[src/rtl/cache_mem_arbiter_if.sv]
// cache_mem_arbiter_if
//  Bundles the two cache-side memory handshakes (icache and dcache, each
//  with a refill read port and a writeback port) and the single
//  memory_async port.
//  master : the arbiter. It receives cache requests and memory responses,
//           and it drives acks, read data and the memory request.
//  slave  : the caches plus the memory. This is the opposite direction.
//  Parameters: WIDTH (data word width), ADDR_WIDTH (address width).
interface cache_mem_arbiter_if #(
    parameter int WIDTH      = 32,
    parameter int ADDR_WIDTH = 32
);
    // instruction cache
    logic                  i_mem_read_req;
    logic [ADDR_WIDTH-1:0] i_mem_read_addr;
    logic [WIDTH-1:0]      i_mem_read_data;
    logic                  i_mem_read_ack;
    logic                  i_mem_write_req;
    logic [ADDR_WIDTH-1:0] i_mem_write_addr;
    logic [WIDTH-1:0]      i_mem_write_data;
    logic                  i_mem_write_ack;
    // data cache
    logic                  d_mem_read_req;
    logic [ADDR_WIDTH-1:0] d_mem_read_addr;
    logic [WIDTH-1:0]      d_mem_read_data;
    logic                  d_mem_read_ack;
    logic                  d_mem_write_req;
    logic [ADDR_WIDTH-1:0] d_mem_write_addr;
    logic [WIDTH-1:0]      d_mem_write_data;
    logic                  d_mem_write_ack;
    // memory port
    logic                  mem_master_enable;
    logic [ADDR_WIDTH-1:0] mem_addr;
    logic                  mem_read_write;
    logic [3:0]            mem_byte_enable;
    logic [WIDTH-1:0]      mem_data_in;
    logic [WIDTH-1:0]      mem_data_out;
    logic                  mem_ack;

    modport master (
        input  i_mem_read_req, i_mem_read_addr, i_mem_write_req,
               i_mem_write_addr, i_mem_write_data,
               d_mem_read_req, d_mem_read_addr, d_mem_write_req,
               d_mem_write_addr, d_mem_write_data,
               mem_data_out, mem_ack,
        output i_mem_read_data, i_mem_read_ack, i_mem_write_ack,
               d_mem_read_data, d_mem_read_ack, d_mem_write_ack,
               mem_master_enable, mem_addr, mem_read_write,
               mem_byte_enable, mem_data_in
    );

    modport slave (
        output i_mem_read_req, i_mem_read_addr, i_mem_write_req,
               i_mem_write_addr, i_mem_write_data,
               d_mem_read_req, d_mem_read_addr, d_mem_write_req,
               d_mem_write_addr, d_mem_write_data,
               mem_data_out, mem_ack,
        input  i_mem_read_data, i_mem_read_ack, i_mem_write_ack,
               d_mem_read_data, d_mem_read_ack, d_mem_write_ack,
               mem_master_enable, mem_addr, mem_read_write,
               mem_byte_enable, mem_data_in
    );
endinterface

[src/rtl/cache_mem_arbiter.sv]
// cache_mem_arbiter
//  Shares one memory_async port between the instruction and data caches.
//  Only one access is in flight at a time. Within a cache, a writeback is
//  served before a refill. Between the two caches, the arbiter alternates
//  round-robin. The owning cache gets its read data and a level ack. That
//  ack is held until the cache drops its request.
//  Ports:
//   clk   : system clock, rising edge
//   reset : asynchronous, active-high
//   bus   : cache_mem_arbiter_if.master (cache handshakes + memory port)
module cache_mem_arbiter #(
    parameter int WIDTH      = 32,
    parameter int ADDR_WIDTH = 32
) (
    input  logic                 clk,
    input  logic                 reset,
    cache_mem_arbiter_if.master  bus
);
    typedef enum logic [1:0] {IDLE, ACCESS, DONE, RELEASE} state_t;

    state_t                state_reg;
    logic                  owner_d_reg;    // 1 = data cache owns the access
    logic                  op_read_reg;    // 1 = read, 0 = write
    logic                  last_d_reg;     // 1 = previous grant went to D
    logic [ADDR_WIDTH-1:0] addr_reg;
    logic [WIDTH-1:0]      wdata_reg;
    logic                  enable_reg;
    logic [WIDTH-1:0]      i_rdata_reg;
    logic [WIDTH-1:0]      d_rdata_reg;
    logic                  i_read_ack_reg;
    logic                  i_write_ack_reg;
    logic                  d_read_ack_reg;
    logic                  d_write_ack_reg;

    logic                  i_any;
    logic                  d_any;
    logic                  grant_d;
    logic                  sel_write;
    logic [ADDR_WIDTH-1:0] sel_addr;
    logic [WIDTH-1:0]      sel_wdata;
    logic                  owner_req;

    always_comb begin
        i_any   = bus.i_mem_read_req | bus.i_mem_write_req;
        d_any   = bus.d_mem_read_req | bus.d_mem_write_req;
        // D wins if I is silent, or if the previous grant went to I.
        grant_d = d_any & (~i_any | ~last_d_reg);
        if (grant_d) begin
            sel_write = bus.d_mem_write_req;
            sel_addr  = bus.d_mem_write_req ? bus.d_mem_write_addr : bus.d_mem_read_addr;
            sel_wdata = bus.d_mem_write_data;
        end else begin
            sel_write = bus.i_mem_write_req;
            sel_addr  = bus.i_mem_write_req ? bus.i_mem_write_addr : bus.i_mem_read_addr;
            sel_wdata = bus.i_mem_write_data;
        end
        case ({owner_d_reg, op_read_reg})
            2'b00:   owner_req = bus.i_mem_write_req;
            2'b01:   owner_req = bus.i_mem_read_req;
            2'b10:   owner_req = bus.d_mem_write_req;
            default: owner_req = bus.d_mem_read_req;
        endcase
    end

    always_ff @(posedge clk or posedge reset) begin
        if (reset) begin
            state_reg       <= IDLE;
            owner_d_reg     <= 1'b0;
            op_read_reg     <= 1'b1;
            last_d_reg      <= 1'b0;
            addr_reg        <= '0;
            wdata_reg       <= '0;
            enable_reg      <= 1'b0;
            i_rdata_reg     <= '0;
            d_rdata_reg     <= '0;
            i_read_ack_reg  <= 1'b0;
            i_write_ack_reg <= 1'b0;
            d_read_ack_reg  <= 1'b0;
            d_write_ack_reg <= 1'b0;
        end else begin
            case (state_reg)
                IDLE: begin
                    // Do not grant while mem_ack is high. After a reset
                    // mid-access, the memory may still be acking the
                    // aborted request, so this gate stands in for RELEASE.
                    if ((i_any | d_any) && !bus.mem_ack) begin
                        owner_d_reg <= grant_d;
                        last_d_reg  <= grant_d;
                        op_read_reg <= ~sel_write;
                        addr_reg    <= sel_addr;
                        wdata_reg   <= sel_wdata;
                        enable_reg  <= 1'b1;
                        state_reg   <= ACCESS;
                    end
                end
                ACCESS: begin
                    if (bus.mem_ack) begin
                        enable_reg <= 1'b0;
                        if (op_read_reg) begin
                            if (owner_d_reg) d_rdata_reg <= bus.mem_data_out;
                            else             i_rdata_reg <= bus.mem_data_out;
                        end
                        state_reg <= DONE;
                    end
                end
                DONE: begin
                    if (owner_req) begin
                        i_read_ack_reg  <= ~owner_d_reg &  op_read_reg;
                        i_write_ack_reg <= ~owner_d_reg & ~op_read_reg;
                        d_read_ack_reg  <=  owner_d_reg &  op_read_reg;
                        d_write_ack_reg <=  owner_d_reg & ~op_read_reg;
                    end else begin
                        // The request was dropped. This happens either after
                        // the ack was seen, or during ACCESS (no ack pulse).
                        i_read_ack_reg  <= 1'b0;
                        i_write_ack_reg <= 1'b0;
                        d_read_ack_reg  <= 1'b0;
                        d_write_ack_reg <= 1'b0;
                        state_reg       <= RELEASE;
                    end
                end
                default: begin  // RELEASE
                    if (!bus.mem_ack) state_reg <= IDLE;
                end
            endcase
        end
    end

    assign bus.mem_master_enable = enable_reg;
    assign bus.mem_addr          = addr_reg;
    assign bus.mem_read_write    = op_read_reg;
    assign bus.mem_byte_enable   = 4'hf;
    assign bus.mem_data_in       = wdata_reg;
    assign bus.i_mem_read_data   = i_rdata_reg;
    assign bus.d_mem_read_data   = d_rdata_reg;
    assign bus.i_mem_read_ack    = i_read_ack_reg;
    assign bus.i_mem_write_ack   = i_write_ack_reg;
    assign bus.d_mem_read_ack    = d_read_ack_reg;
    assign bus.d_mem_write_ack   = d_write_ack_reg;
endmodule

[src/flat_wrapper.sv]
// flat-port wrapper written by rule: the top's interface ports become plain ports
module cache_mem_arbiter_flat 
#(
    parameter int WIDTH      = 32,
    parameter int ADDR_WIDTH = 32
)
  (clk, reset, bus_i_mem_read_req, bus_i_mem_read_addr, bus_i_mem_write_req, bus_i_mem_write_addr, bus_i_mem_write_data, bus_d_mem_read_req, bus_d_mem_read_addr, bus_d_mem_write_req, bus_d_mem_write_addr, bus_d_mem_write_data, bus_mem_data_out, bus_mem_ack, bus_i_mem_read_data, bus_i_mem_read_ack, bus_i_mem_write_ack, bus_d_mem_read_data, bus_d_mem_read_ack, bus_d_mem_write_ack, bus_mem_master_enable, bus_mem_addr, bus_mem_read_write, bus_mem_byte_enable, bus_mem_data_in);
  cache_mem_arbiter_if #(.WIDTH(WIDTH), .ADDR_WIDTH(ADDR_WIDTH)) bus_i ();
  input  logic clk;
  input  logic reset;
  input wire logic [$bits(bus_i.i_mem_read_req)-1:0] bus_i_mem_read_req;
  input wire logic [$bits(bus_i.i_mem_read_addr)-1:0] bus_i_mem_read_addr;
  input wire logic [$bits(bus_i.i_mem_write_req)-1:0] bus_i_mem_write_req;
  input wire logic [$bits(bus_i.i_mem_write_addr)-1:0] bus_i_mem_write_addr;
  input wire logic [$bits(bus_i.i_mem_write_data)-1:0] bus_i_mem_write_data;
  input wire logic [$bits(bus_i.d_mem_read_req)-1:0] bus_d_mem_read_req;
  input wire logic [$bits(bus_i.d_mem_read_addr)-1:0] bus_d_mem_read_addr;
  input wire logic [$bits(bus_i.d_mem_write_req)-1:0] bus_d_mem_write_req;
  input wire logic [$bits(bus_i.d_mem_write_addr)-1:0] bus_d_mem_write_addr;
  input wire logic [$bits(bus_i.d_mem_write_data)-1:0] bus_d_mem_write_data;
  input wire logic [$bits(bus_i.mem_data_out)-1:0] bus_mem_data_out;
  input wire logic [$bits(bus_i.mem_ack)-1:0] bus_mem_ack;
  output wire logic [$bits(bus_i.i_mem_read_data)-1:0] bus_i_mem_read_data;
  output wire logic [$bits(bus_i.i_mem_read_ack)-1:0] bus_i_mem_read_ack;
  output wire logic [$bits(bus_i.i_mem_write_ack)-1:0] bus_i_mem_write_ack;
  output wire logic [$bits(bus_i.d_mem_read_data)-1:0] bus_d_mem_read_data;
  output wire logic [$bits(bus_i.d_mem_read_ack)-1:0] bus_d_mem_read_ack;
  output wire logic [$bits(bus_i.d_mem_write_ack)-1:0] bus_d_mem_write_ack;
  output wire logic [$bits(bus_i.mem_master_enable)-1:0] bus_mem_master_enable;
  output wire logic [$bits(bus_i.mem_addr)-1:0] bus_mem_addr;
  output wire logic [$bits(bus_i.mem_read_write)-1:0] bus_mem_read_write;
  output wire logic [$bits(bus_i.mem_byte_enable)-1:0] bus_mem_byte_enable;
  output wire logic [$bits(bus_i.mem_data_in)-1:0] bus_mem_data_in;
  assign bus_i.i_mem_read_req = bus_i_mem_read_req;
  assign bus_i.i_mem_read_addr = bus_i_mem_read_addr;
  assign bus_i.i_mem_write_req = bus_i_mem_write_req;
  assign bus_i.i_mem_write_addr = bus_i_mem_write_addr;
  assign bus_i.i_mem_write_data = bus_i_mem_write_data;
  assign bus_i.d_mem_read_req = bus_d_mem_read_req;
  assign bus_i.d_mem_read_addr = bus_d_mem_read_addr;
  assign bus_i.d_mem_write_req = bus_d_mem_write_req;
  assign bus_i.d_mem_write_addr = bus_d_mem_write_addr;
  assign bus_i.d_mem_write_data = bus_d_mem_write_data;
  assign bus_i.mem_data_out = bus_mem_data_out;
  assign bus_i.mem_ack = bus_mem_ack;
  assign bus_i_mem_read_data = bus_i.i_mem_read_data;
  assign bus_i_mem_read_ack = bus_i.i_mem_read_ack;
  assign bus_i_mem_write_ack = bus_i.i_mem_write_ack;
  assign bus_d_mem_read_data = bus_i.d_mem_read_data;
  assign bus_d_mem_read_ack = bus_i.d_mem_read_ack;
  assign bus_d_mem_write_ack = bus_i.d_mem_write_ack;
  assign bus_mem_master_enable = bus_i.mem_master_enable;
  assign bus_mem_addr = bus_i.mem_addr;
  assign bus_mem_read_write = bus_i.mem_read_write;
  assign bus_mem_byte_enable = bus_i.mem_byte_enable;
  assign bus_mem_data_in = bus_i.mem_data_in;
  cache_mem_arbiter #(.WIDTH(WIDTH), .ADDR_WIDTH(ADDR_WIDTH)) u_core (.clk(clk), .reset(reset), .bus(bus_i));
endmodule
[config.mk]
export PLATFORM = sky130hd
export DESIGN_NAME = cache_mem_arbiter_flat
export DESIGN_NICKNAME = d
export VERILOG_FILES = /design/src/rtl/cache_mem_arbiter_if.sv /design/src/rtl/cache_mem_arbiter.sv /design/src/flat_wrapper.sv
export SDC_FILE = /design/constraint.sdc
export NUM_CORES = 1
export LEC_CHECK = 0
export ABC_AREA = 1
export CORE_AREA = 2 2 142 144
export CTS_BUF_LIST = sky130_fd_sc_hd__clkbuf_16
export DETAILED_ROUTE_END_ITERATION = 6
export DIE_AREA = 0 0 144 146
export MAX_ROUTING_LAYER = met4
export PLACE_DENSITY = 0.7
export SLEW_MARGIN = 20
export SYNTH_ARGS = -nofsm -noshare
export SYNTH_HDL_FRONTEND = slang
export SYNTH_SLANG_ARGS = --single-unit
[constraint.sdc]
create_clock -name clk -period 5.74 [get_ports clk]
set_input_delay 0.574 -clock clk [delete_from_list [all_inputs] [get_ports clk]]
set_output_delay 0.574 -clock clk [all_outputs]
set_load 0.03 [all_outputs]
Word-level counts from Yosys, hierarchy flattened

Cells that the tools add are included.

Flip-flop bits (word level): 137
Latch bits: 0
Bits in writable memories: 0
Bits in read-only memories: 0
Input bits: 231
Output and inout bits: 138
Word-level logic and storage cells: 61
Memories kept: 0

Add/subtract/negate cells: 0
$mul: 0
Div/mod/pow operators: 0
$lt $le $gt $ge: 0
Eq/ne operators: 8
Shift-type cells: 0
Mux-type cells: 18
Bitwise logic cells: 13
Reduce and logical (&&, ||, !) cells: 10

Operators by type and width:

| operator                                                                | count |
|---|---|
| 32-bit two-way mux                                                      | 4 |
| 4-bit AND reduction                                                     | 3 |
| 2-bit two-way mux                                                       | 4 |
| 1-bit two-way mux                                                       | 7 |
| 2-bit case mux with 3 select lines                                      | 1 |
| 1-bit bitwise AND                                                       | 5 |
| 2-bit by 1-bit equality test with 1-bit output, second input constant   | 2 |
| 2-bit equality test, second input constant                              | 2 |
| 2-bit zero test                                                         | 2 |
| 2-bit inequality test, second input constant                            | 2 |
| 4-bit by 1-bit inequality test with 1-bit output, second input constant | 1 |
| 1-bit inverter                                                          | 4 |
| 1-bit bitwise OR                                                        | 4 |
| 1-bit case mux with 3 select lines                                      | 1 |
| 3-bit AND reduction                                                     | 1 |
| 2-bit by 1-bit inequality test with 1-bit output, second input constant | 1 |
| 1-bit case mux with 2 select lines                                      | 1 |
| 2-bit AND reduction                                                     | 1 |
| 2-bit nonzero test                                                      | 1 |
| 1-bit logical AND                                                       | 1 |
| 1-bit zero test                                                         | 1 |

Longest topological paths before layout

Depth after elaboration: 6
Mapped depth: 10
Gate-level depth less buffers: 9

Worst setup path before layout

OpenSTA, ideal clock, no wires.

Path type: input to register
Start: in bus_d_mem_write_req
End: reg u_core.wdata_reg[0] (netlist: u_core.bus.mem_data_in[0])
Setup time: 0.124 ns
Data arrival time: 1.447 ns
Data required time: 5.616 ns
Setup slack: 4.169 ns
Cell stages on the path: 9
Buffers on the path: 3
Cell sequence: buf_2 -> nor2_1 -> nand2_1 -> nand2_2 -> inv_2 -> buf_6 -> buf_2 -> nor2_1 -> a21oi_1

Longest elaborated chain between the ends: 4
Elaborated cells between the ends (all ways): 6
Classes of those cells: mux (1); bitwise (3); reduce/logical (2)

RTL lines:

| element                       | line                    | source |
|---|---|---|
| from (decl)                   | flat_wrapper.sv:18      | `input wire logic [$bits(bus_i.d_mem_write_req)-1:0] bus_d_mem_write_req;` |
| 1-bit bitwise OR (*)          | cache_mem_arbiter.sv:45 | `d_any = bus.d_mem_read_req \| bus.d_mem_write_req;` |
| 1-bit bitwise OR              | cache_mem_arbiter.sv:86 | `if ((i_any \| d_any) && !bus.mem_ack) begin` |
| 1-bit logical AND             | cache_mem_arbiter.sv:86 |  |
| 2-bit AND reduction (no line) | --                      |  |
| to (signal assigned)          | cache_mem_arbiter.sv:91 | `wdata_reg <= sel_wdata;` |
| to (decl)                     | cache_mem_arbiter.sv:26 | `logic [WIDTH-1:0] wdata_reg;` |

Every way passes the cells marked *; elsewhere a longest branch is shown, timed or not.
A chain may end at the register's enable or synchronous reset.

Final worst setup path

Start: in bus_i_mem_write_req
End: reg u_core.addr_reg[8] (netlist: u_core.bus.mem_addr[8])

Longest elaborated chain between the ends: 5
Elaborated cells between the ends (all ways): 9
Classes of those cells: mux (2); bitwise (5); reduce/logical (2)

RTL lines:

| element              | line                    | source |
|---|---|---|
| from (decl)          | flat_wrapper.sv:13      | `input wire logic [$bits(bus_i.i_mem_write_req)-1:0] bus_i_mem_write_req;` |
| 1-bit bitwise OR     | cache_mem_arbiter.sv:44 | `i_any = bus.i_mem_read_req \| bus.i_mem_write_req;` |
| 1-bit inverter       | cache_mem_arbiter.sv:47 | `grant_d = d_any & (~i_any \| ~last_d_reg);` |
| 1-bit bitwise OR     | cache_mem_arbiter.sv:47 |  |
| 1-bit bitwise AND    | cache_mem_arbiter.sv:47 |  |
| 32-bit two-way mux   | cache_mem_arbiter.sv:48 | `if (grant_d) begin` |
| to (signal assigned) | cache_mem_arbiter.sv:90 | `addr_reg <= sel_addr;` |
| to (decl)            | cache_mem_arbiter.sv:25 | `logic [ADDR_WIDTH-1:0] addr_reg;` |

Several ways; a longest one is shown, not always the timed one.

==> qor_table.md <==
| Quantity | Reported | Unit |
| --- | --- | --- |
| Maximum number of pins on one net before global-route repair | 89 | - |
| Most frequently used flop master after synthesis | sky130_fd_sc_hd__dfrtp_1 | - |
| Clock transition at path regs | 0.06 | ns |
| Worst skew pair latency | 0.42 | ns |
| Portion of the post-synthesis area used by sequential elements | 52.4 | % |
| Final Critical Period | 2.33 | ns |
| Post-cts gate resize count | 0 | - |
| Most frequently used cell type in the post-synthesis netlist | sky130_fd_sc_hd__nand2_1 | - |
| List of cells traversed by the critical path | clkdlybuf4s50_1, buf_4, o21ai_2, nand2_2, buf_4, nand3_1, nand3_1, nand2_1 | - |
| Last element of the critical path | u_core.bus.mem_addr[8] | - |
| Fillcell total | 1,819 | - |
| Worst Path Required | 6.05 | ns |
| Number of levels the H-tree was split into | 4 | - |
| Worst vdd ir | 221 | µV |
| Total count of max-transition violations in the final report | 0 | - |
| Top cells by count, synth | sky130_fd_sc_hd__nand2_1, sky130_fd_sc_hd__dfrtp_1, sky130_fd_sc_hd__a21oi_1 | - |
| Clock sink count | 137 | - |
| Async set-reset flop share out of synthesis | 100 | % |
| Number of global-route vias before repair | 6,660 | - |
| Transition time at the pin with the least slew margin | 1.04 | ns |
| Global-route usage over all layers | 22.0 | % |
| Synthesized area | 0.00654 | mm² |
| Slack of the worst reg-to-reg path | 3.68 | ns |
| CP max stage cell | sky130_fd_sc_hd__buf_4 | - |
| Outcome | completed | - |
| Reported max-cap violation count | 0 | - |
| Number of synthesis warnings | 0 | - |
| Buffers added on ports | 364 | - |
| Setup Total Neg Slack | 0 | ns |
| Sum of net half-perimeters after detailed placement | 16.0 | mm |
| Die Wd | 144 | µm |
| Number of endpoints failing setup at the final stage | 0 | - |
| Std-Cell Core Area | 0.0193 | mm² |
| Post-CTS setup repair buffer count | 0 | - |
| Number of buffers on the longest clock path | 2 | - |
| Routed WL per cell | 15.4 | µm |
| Power density normalized to cell area | 539 | mW/mm² |
| Hold Path Depth | 2 | - |
| Cells taking the most area after synthesis | sky130_fd_sc_hd__dfrtp_1, sky130_fd_sc_hd__nand2_1, sky130_fd_sc_hd__a21oi_1 | - |
| Setup repair after global routing missed its margin | no | - |
| Nature of the critical path endpoint | flop | - |
| Worst path max stage delay | 0.55 | ns |
| Via count | 6,716 | - |
| Initial Utilization | 33.8 | % |
| Cell chosen for the clock root | sky130_fd_sc_hd__clkbuf_16 | - |
| Reg-to-reg startpoint | u_core.state_reg[0] | - |
| WP data arrival | 2.63 | ns |
| Number of flip-flops and latches in the synthesized netlist | 137 | - |
| Static leakage | 4.91 | nW |
| Vertical extent of the die | 146 | µm |
| Post-Synthesis Mean Instance Area | 7.83 | µm² |
| Setup Crit Path Kind | input pin to flop | - |
| EDFF count, synth | 0 | - |
| Worst-case headroom to the max-slew limit | 30.8 | % |
| Final #Nets | 1,408 | - |
| Antenna violations before repair | 1 | - |
| Dpl ws | 2.96 | ns |
| Area share of the largest cell type after synthesis | 52.0 | % |
| Startpoint types | input pin | - |
| Flip-flop and latch area | 0.00343 | mm² |
| Die area | 0.0210 | mm² |
| Worst R2R End | u_core.state_reg[0] | - |
| Layout cell share with drive strength beyond 1 | 4.47 | % |
| Ports | 369 | - |
| Critical path fanouts, max | 65 | - |
| TritonCTS Buffers | 17 | - |
| Number of buffers inserted for hold repair after clock tree synthesis | 0 | - |
| Number of cells traversed by the worst register-to-register path | 10 | - |
| Upper clock frequency limit | 430 | MHz |
| Setup Skew | 0.0124 | ns |
| Routability-driven placement congestion ratio | 0.832 | - |
| Setup crit start | bus_i_mem_write_req | - |
| Per-cell via count in the routed design | 4.63 | - |
| Period utilisation layout | 40.5 | % |
| Area of the multi-input gates | 0.00262 | mm² |
| Initial drt markers | 323 | - |
| Floorplan row count | 51 | - |
| Library cells used by synthesis | 23 | - |
| Class of the tightest hold or removal check | flop to flop | - |
| Largest area contributor in the netlist | sky130_fd_sc_hd__dfrtp_1 | - |
| Cell count after synthesis | 836 | - |
| DR pass1 iterations | 4 | - |
| Area growth from synthesis to final layout | 66.0 | % |
| First-pass GRT wire length | 35.2 | mm |
| Final antenna-violating net count | 0 | - |
| Clock tree from TritonCTS | done | - |
| Final routed DRC violation total | 0 | - |
| Worst path setup slack after routing | 3.41 | ns |
| Gr ovfl total | 0 | - |
| Hold Vio Cnt, Final | 0 | - |
| WL final | 22.4 | mm |
==> where the power goes <==
group	switching [mW]	internal (mW)	leakage, nW
sequential	0.253	1.44	1.65
clock	0.460	0.649	0.292
combinational	1.83	1.22	2.97
total	2.55	3.31	4.91
==> per-stage QoR <==
step / utilization, % / std cells / hold slack [ns] / total power, mW / cell area (µm²)
3_5_place_dp: 53.1 / 1419 / 0.465 / 4.79 / 10300
3_3_place_gp: 53.1 / 1419 / 0.462 / 4.75 / 10300
4_1_cts: 56.2 / 1451 / 0.480 / 5.92 / 10900
5_1_grt: 56.2 / 1452 / 0.499 / 6.23 / 10900
2_1_floorplan: - / 839 / 0.490 / 3.46 / 6560
6_report: 56.2 / 1452 / 0.476 / 5.86 / 10900
==> cell type report <==
type | instances | area share (%)
Clock buffer | 17 | 3.92
Timing Repair Buffer | 373 | 34.2
Antenna cell | 1 | 0.0230
Multi-Input combinational cell | 599 | 24.1
Inverter | 45 | 1.62
Sequential cell | 137 | 31.6
Clock inverter | 15 | 1.53
Tap cell | 265 | 3.05
==> worst max-delay path: cells and delay by family <==
family,cells,cell delay (ns)
compound gates,1,0.13
buf+inv,3,1.36
simple gates,4,0.52
==> cell usage in the layout (no fill, tap or decap) <==
master | synthesis | routed
sky130_fd_sc_hd__bufinv_16 | 0 | 2
sky130_fd_sc_hd__dfstp_2 | 1 | 1
sky130_fd_sc_hd__nor2_1 | 73 | 73
sky130_fd_sc_hd__inv_1 | 42 | 42
sky130_fd_sc_hd__ha_1 | 4 | 4
sky130_fd_sc_hd__o21ai_2 | 1 | 1
sky130_fd_sc_hd__nand3_2 | 1 | 1
sky130_fd_sc_hd__diode_2 | 0 | 1
sky130_fd_sc_hd__o21ai_1 | 9 | 9
sky130_fd_sc_hd__dfrtp_1 | 136 | 136
sky130_fd_sc_hd__inv_4 | 0 | 1
sky130_fd_sc_hd__or2_2 | 3 | 3
sky130_fd_sc_hd__inv_8 | 0 | 1
sky130_fd_sc_hd__inv_2 | 3 | 2
sky130_fd_sc_hd__clkinvlp_4 | 0 | 1
sky130_fd_sc_hd__inv_6 | 0 | 5
sky130_fd_sc_hd__clkdlybuf4s50_1 | 0 | 364
sky130_fd_sc_hd__nand2_1 | 270 | 270
sky130_fd_sc_hd__conb_1 | 1 | 4
sky130_fd_sc_hd__nor2_4 | 1 | 1
sky130_fd_sc_hd__clkinv_2 | 0 | 1
sky130_fd_sc_hd__clkbuf_16 | 0 | 17
sky130_fd_sc_hd__nand3_1 | 96 | 96
sky130_fd_sc_hd__o22a_1 | 1 | 1
sky130_fd_sc_hd__buf_4 | 11 | 9
sky130_fd_sc_hd__nand2_2 | 2 | 2
sky130_fd_sc_hd__clkinv_4 | 0 | 5
sky130_fd_sc_hd__o21ai_0 | 35 | 35
sky130_fd_sc_hd__a21oi_1 | 99 | 99
==> logic make-up (layout without fill, tap and decap cells) <==
logic type | Yosys count | after routing | synth area share [%]
other cells | 1 | 5 | 0.0573
flops | 137 | 137 | 52.4
fa+ha+maj | 4 | 4 | 0.765
buf+inv | 103 | 450 | 7.74
compound gates | 145 | 145 | 11.2
simple gates | 446 | 446 | 27.8
==> routing by layer <==
layer | vias up | routed length (µm) | GRT usage, %
met2 | 275 | 11100 | 36.6
met5 | - | 0 | -
met3 | 43 | 1520 | 4.54
li1 | 3348 | - | -
met4 | 0 | 629 | 8.63
met1 | 3050 | 9160 | 25.9
==> worst min path at each step <==
stage / from / end / slack (ns)
after detailed placement: u_core.bus.mem_addr[6] / u_core.bus.mem_addr[6] / 0.46
after CTS: u_core.bus.mem_addr[6] / u_core.bus.mem_addr[6] / 0.48
after floorplan: u_core.state_reg[1] / u_core.state_reg[1] / 0.49
final: u_core.bus.mem_addr[6] / u_core.bus.mem_addr[6] / 0.48
after global placement: u_core.bus.mem_addr[5] / u_core.bus.mem_addr[5] / 0.46
after global routing: u_core.bus.mem_addr[1] / u_core.bus.mem_addr[1] / 0.50
Note: power is estimated with default switching activity, not from simulation.
==> edit 1: new RTL, same flow settings <==
`WIDTH` is set to 32 in 3 places; all go to 16.
--- a/src/rtl/cache_mem_arbiter_if.sv
+++ b/src/rtl/cache_mem_arbiter_if.sv
@@ -7,7 +7,7 @@
 //  slave  : the caches plus the memory. This is the opposite direction.
 //  Parameters: WIDTH (data word width), ADDR_WIDTH (address width).
 interface cache_mem_arbiter_if #(
-    parameter int WIDTH      = 32,
+    parameter int WIDTH      = 16,
     parameter int ADDR_WIDTH = 32
 );
     // instruction cache
--- a/src/rtl/cache_mem_arbiter.sv
+++ b/src/rtl/cache_mem_arbiter.sv
@@ -9,7 +9,7 @@
 //   reset : asynchronous, active-high
 //   bus   : cache_mem_arbiter_if.master (cache handshakes + memory port)
 module cache_mem_arbiter #(
-    parameter int WIDTH      = 32,
+    parameter int WIDTH      = 16,
     parameter int ADDR_WIDTH = 32
 ) (
     input  logic                 clk,
--- a/src/flat_wrapper.sv
+++ b/src/flat_wrapper.sv
@@ -1,7 +1,7 @@
 // flat-port wrapper written by rule: the top's interface ports become plain ports
 module cache_mem_arbiter_flat 
 #(
-    parameter int WIDTH      = 32,
+    parameter int WIDTH      = 16,
     parameter int ADDR_WIDTH = 32
 )
   (clk, reset, bus_i_mem_read_req, bus_i_mem_read_addr, bus_i_mem_write_req, bus_i_mem_write_addr, bus_i_mem_write_data, bus_d_mem_read_req, bus_d_mem_read_addr, bus_d_mem_write_req, bus_d_mem_write_addr, bus_d_mem_write_data, bus_mem_data_out, bus_mem_ack, bus_i_mem_read_data, bus_i_mem_read_ack, bus_i_mem_write_ack, bus_d_mem_read_data, bus_d_mem_read_ack, bus_d_mem_write_ack, bus_mem_master_enable, bus_mem_addr, bus_mem_read_write, bus_mem_byte_enable, bus_mem_data_in);
Ports: changed (6 resized); port bits go from 369 to 273. The function was not compared with the original's and may differ.
==> edit 1 against the unedited design <==
Area after synthesis down 26%. Setup slack worse by 480 ps. Sequential cell count down 48. Synthesized cell count down 21%. Routed wire length down 28%. Design area down 27%. Power down 35%. Register-to-register slack worse by 460 ps. Largest cell class unchanged. Highest routed layer unchanged.
==> edit 1: results (changes against the unedited design) <==
run_status:
  status: "completed"
grt:
  grt_pass1_vias: 4999  # -25%
  grt_usage: 0.1612  # -0.05861
  grt_pass1_wl_mm: 25.87  # -26%
  gr-usage-met1: 0.1984  # -0.06084
  grtUsageMet2: 0.2714  # -0.09476
  grt_max_degree: 69  # -22%
  grtUsageMet3: 0.02106  # -0.02435
synth:
  synthTopCellsByCount: "nand2_1 (196), o21ai_0 (92), dfrtp_1 (88)"
  syn_inst: 662  # -21%
  yosys-top-cells-area: "dfrtp_1 (45%), nand2_1 (15%), o21ai_0 (9.5%)"
  synth_cell_types: 23  # unchanged
  yosysSeqAreaShare: 0.4581  # -0.06602
final_layout:
  fin_nets: 1090  # -23%
  final_layout_size_suffix_gt1_frac: 0.06615  # +0.02146
  diodes: 0  # -1
critical_path:
  crit_slowest_cell: "nand2_2"
  ff2ff_setup_slack_ps: 3220  # -460 ps
  r2r_end: "u_core.bus.mem_read_write$_DFFE_PP1P_"
  cp-startpoint: "bus_d_mem_write_req"
  critical_path.max_fanout: 42  # -35%
  cp_top_family: "buffers and inverters"
  cp.arrival_ps: 3040  # +410 ps
  reg2reg_depth: 8  # -2
  r2r_start: "u_core.state_reg[0]$_DFFE_PP0P_"
drt:
  drt-vias-per-instance: 4.255  # -8.0%
  drt_iter0_drc: 263  # -19%
  wl_mm: 16.21  # -28%
  wl_per_cell_um: 13.83  # -10%
hold_path:
  hold_class: "flop to flop"
  hold_start: "u_core.bus.mem_addr[5]$_DFFE_PP0P_"
  worst_hold_path.endpoint: "u_core.bus.mem_addr[5]$_DFFE_PP0P_"
timing:
  worst_slew_pin_slew_ps: 932.8  # -103.4 ps
  hold_ws_ps: 477.0  # +0.8170 ps
  layout_min_cycle_time_ps: 2805  # +477.5 ps
placed_design:
  numPlacedInstances: 1157  # -18%
  finalWeightedCongestion: 0.8499  # +2.2%
  postPlaceCellArea_um2: 7654  # -25%
  io_buffers: 268  # -26%
  pre_cts_ws_ps: 2173  # -786.6 ps
power:
  ir_drop_mv: 0.1604  # -28%
  leakagePower_nw: 3.584  # -27%
clocking:
  numCtsBuffers: 9  # -8
  cts_resized: 0  # unchanged
  clk_latency_ps: 350  # -70 ps
==> edit 1: cell types whose count changed in the layout (fill, tap and decap cells not counted), moves of 35 or more <==
| cell | unedited run | this run |
|---|---|---|
| clkdlybuf4s50_1 | 364 | 267 |
| nand3_1 | 96 | 19 |
| nand2_1 | 270 | 196 |
| o21ai_0 | 35 | 92 |
| a21oi_1 | 99 | 50 |
| dfrtp_1 | 136 | 88 |
| nor2_1 | 73 | 38 |
==> edit 1: area by class of cell <==
class | instances | area, um2
multi-input cells | 471 | 2168
flip-flops and latches | 89 | 2228
clock inverters | 6 | 85.08
inverters | 60 | 227.7
well taps | 265 | 331.6
fillers | 1972 | 11360
repair buffers | 272 | 2708
clock buffers | 9 | 225.2
==> edit 1: per-layer routing <==
| layer | vias up | part of all wire |
|---|---|---|
| met5 | - | 0 |
| met4 | 0 | 0.019 |
| met3 | 20 | 0.048 |
| met2 | 185 | 0.48 |
| met1 | 2205 | 0.45 |
| li1 | 2577 | - |
==> edit 1: cell families after synthesis <==
kind of cell	count (synthesis)	synth area share
fa+ha+maj	4	0.01029
compound gates	173	0.1818
simple gates	290	0.2469
other cells	1	0.0007709
flops	89	0.4581
buf+inv	105	0.1021
==> edit 1: worst reg2reg max path, stage by stage, from the launching register on <==
cell and delay (ps):
dfrtp_1 420, inv_1 110, ha_1 190, inv_1 80, nor2_1 180, nand2_4 380, inv_2 790, o211ai_1 220
nand2_1 100
==> edit 1: where the power goes <==
part | internal [W] | switching [W] | total [W] | leakage [nW]
Clock | 0.000378 | 0.000255 | 0.000633 | 0.154
Sequential | 0.000934 | 0.000179 | 0.00111 | 1.08
Combinational | 0.000836 | 0.00123 | 0.00207 | 2.35
==> edit 2: new RTL, same flow settings <==
Made on the original files. Re-encode `state_t` (4 states) as one-hot, 4 bits wide.
--- a/src/rtl/cache_mem_arbiter.sv
+++ b/src/rtl/cache_mem_arbiter.sv
@@ -16,7 +16,7 @@
     input  logic                 reset,
     cache_mem_arbiter_if.master  bus
 );
-    typedef enum logic [1:0] {IDLE, ACCESS, DONE, RELEASE} state_t;
+    typedef enum logic [3:0] {IDLE = 4'b0001, ACCESS = 4'b0010, DONE = 4'b0100, RELEASE = 4'b1000} state_t;
 
     state_t                state_reg;
     logic                  owner_d_reg;    // 1 = data cache owns the access
Check against the original RTL: no difference found for any inputs over 4 cycles, from zero or initial values and one cycle with reset high; so few cycles prove little.
==> edit 2 against the unedited design <==
Setup slack got worse by 410 ps. Area after synthesis increased by 2.3%. Design area increased by 1.6%. Sequential share of layout area about the same. Sequential cell count increased by 2. Register-to-register slack got worse by 460 ps. Die area unchanged. Critical endpoint is now u_core.bus.mem_addr[15]$_DFFE_PP0P_. Fmax decreased by 15%. Cell count decreased by 1.3%. Routed wire length decreased by 4.4%. Utilization increased by 0.91 points. Via count decreased by 2.0%. Power decreased by 2.9%.
==> edit 2: results (changes against the unedited design) <==
synth:
  yosys-top-cells-area: "dfrtp_1 (51%), nand2_1 (14%), o21ai_0 (7.8%)"
  synthXorXnorAreaFrac: 0  # unchanged
  synth.area.mux_share: 0.04783  # +0.04783
  synthTopCellsByCount: "nand2_1 (252), dfrtp_1 (137), o21ai_0 (104)"
  synthAdderAreaFrac: 0  # -0.007648
  async_reset_ff_frac: 1.000  # unchanged
  yosysSeqAreaShare: 0.5198  # -0.004286
  synth_compound_area_frac: 0.1633  # +0.05126
  postSynthAreaPerCell_um2: 8.196  # +4.7%
  yosys_warnings: 0  # unchanged
hold_path:
  hold_start: "u_core.bus.mem_master_enable$_DFFE_PP0P_"
  hold_class: "flop to flop"
  hold-path-cell-count: 2  # unchanged
  worst_hold_path.endpoint: "u_core.bus.mem_master_enable$_DFFE_PP0P_"
grt:
  grt_antenna_before_repair: 0  # -1
  grt_max_degree: 94  # +5.6%
  grt_pass1_vias: 6504  # -2.3%
  grt_usage: 0.2133  # -0.006590
  grt_pass1_wl_mm: 33.89  # -3.7%
power:
  ir_drop_mv: 0.1890  # -15%
  leakagePower_nw: 5.080  # +3.5%
  power_density_nw_per_um2: 515.2  # -4.5%
placed_design:
  dp_hpwl_mm: 15.83  # -1.3%
  postPlaceCellArea_um2: 10440  # +1.7%
  io_buffers: 364  # unchanged
  finalWeightedCongestion: 0.8433  # +1.4%
drt:
  drt_iter0_drc: 317  # -1.9%
  dr.pass1.iters: 5  # +1
  wl_per_cell_um: 14.96  # -3.1%
  dr_total_vias: 6579  # -2.0%
clocking:
  numCtsBuffers: 17  # unchanged
  clock-root-buffer: "clkbuf_16"
  clk_latency_ps: 420  # about the same
  htree_levels: 4  # unchanged
  cts_setup_buffers: 0  # unchanged
  clk_path_buf_depth: 2  # unchanged
  clk_pin_slew_ps: 60  # about the same
critical_path:
  reg2reg_depth: 9  # -1
  ff2ff_setup_slack_ps: 3220  # -460 ps
  cp.arrival_ps: 3020  # +390 ps
  r2r_start: "u_core.state_reg[0]$_DFFE_PP1P_"
  critical_path.max_fanout: 66  # +1.5%
  r2r_end: "u_core.bus.mem_addr[15]$_DFFE_PP0P_"
run_status:
  status: "completed"
timing:
  worst_slew_pin_slew_ps: 928.4  # -107.7 ps
  fin_skew_ps: 12.34  # -0.05820 ps
  hold_ws_ps: 477.8  # +1.614 ps
final_layout:
  final_layout_size_suffix_gt1_frac: 0.04795  # +0.003257
  diodes: 0  # -1
  fin_cells: 1433  # -1.3%
==> edit 2: cells by family (layout without fill, tap and decap cells) <==
group / Yosys count / after routing
flip-flops: 139 / 139
multiplexers: 32 / 32
other: 1 / 4
AO/OA/AOI/OAI: 200 / 200
AND/OR/NAND/NOR: 314 / 314
buffers and inverters: 131 / 479
==> edit 2: critical path: stages <==
cell,delay [ps]
clkdlybuf4s50_1,650
nor2_1,70
nand2_1,70
nand2_1,90
nor2_4,330
buf_4,520
inv_2,40
buf_4,320
nand2_1,160
nand2_1,60
==> edit 2: how the worst max path moves through the flow <==
stage	from	to	slack [ps]	cells past startpoint
floorplan	reset	u_core.bus.d_mem_read_ack$_DFFE_PP0N_	1440	1
global placement	bus_i_mem_write_req	u_core.bus.mem_data_in[31]$_DFFE_PP0P_	2400	10
detailed placement	bus_i_mem_write_req	u_core.bus.mem_data_in[23]$_DFFE_PP0P_	2350	10
CTS	bus_i_mem_write_req	u_core.bus.mem_data_in[23]$_DFFE_PP0P_	2810	10
global route	bus_i_mem_write_req	u_core.bus.mem_addr[9]$_DFFE_PP0P_	2850	10
finish	bus_d_mem_read_req	u_core.bus.mem_addr[15]$_DFFE_PP0P_	3000	10
==> edit 2: power breakdown <==
part	total, W	leakage, nW	internal, W	switching (W)
clock network	0.00110	0.282	0.000649	0.000447
registers	0.00169	1.77	0.00144	0.000258
logic	0.00290	3.03	0.00117	0.00173
==> edit 2: metal layers <==
metal / global-route usage / up-vias / wire (um)
li1: - / 3310 / -
met2: 0.3514 / 257 / 10680
met4: 0.07255 / 0 / 414
met5: - / - / 0
met1: 0.2496 / 2989 / 8748
met3: 0.05956 / 23 / 1593
==> edit 2: metrics by stage <==
stage | total power (W) | setup WS, ps
2_1_floorplan | 0.003353 | 1445
3_3_place_gp | 0.004587 | 2398
3_5_place_dp | 0.004628 | 2348
4_1_cts | 0.005754 | 2806
5_1_grt | 0.006052 | 2851
6_report | 0.005686 | 3005
==> edit 2: cell type report <==
| class | instances | area, um2 |
|---|---|---|
| Fill cell | 1801 | 8298 |
| Timing Repair Buffer | 371 | 3689 |
| Sequential cell | 139 | 3481 |
| Multi-Input combinational cell | 550 | 2655 |
| Clock buffer | 17 | 425.4 |
| Tap cell | 265 | 331.6 |
| Inverter | 76 | 290.3 |
| Clock inverter | 15 | 165.2 |
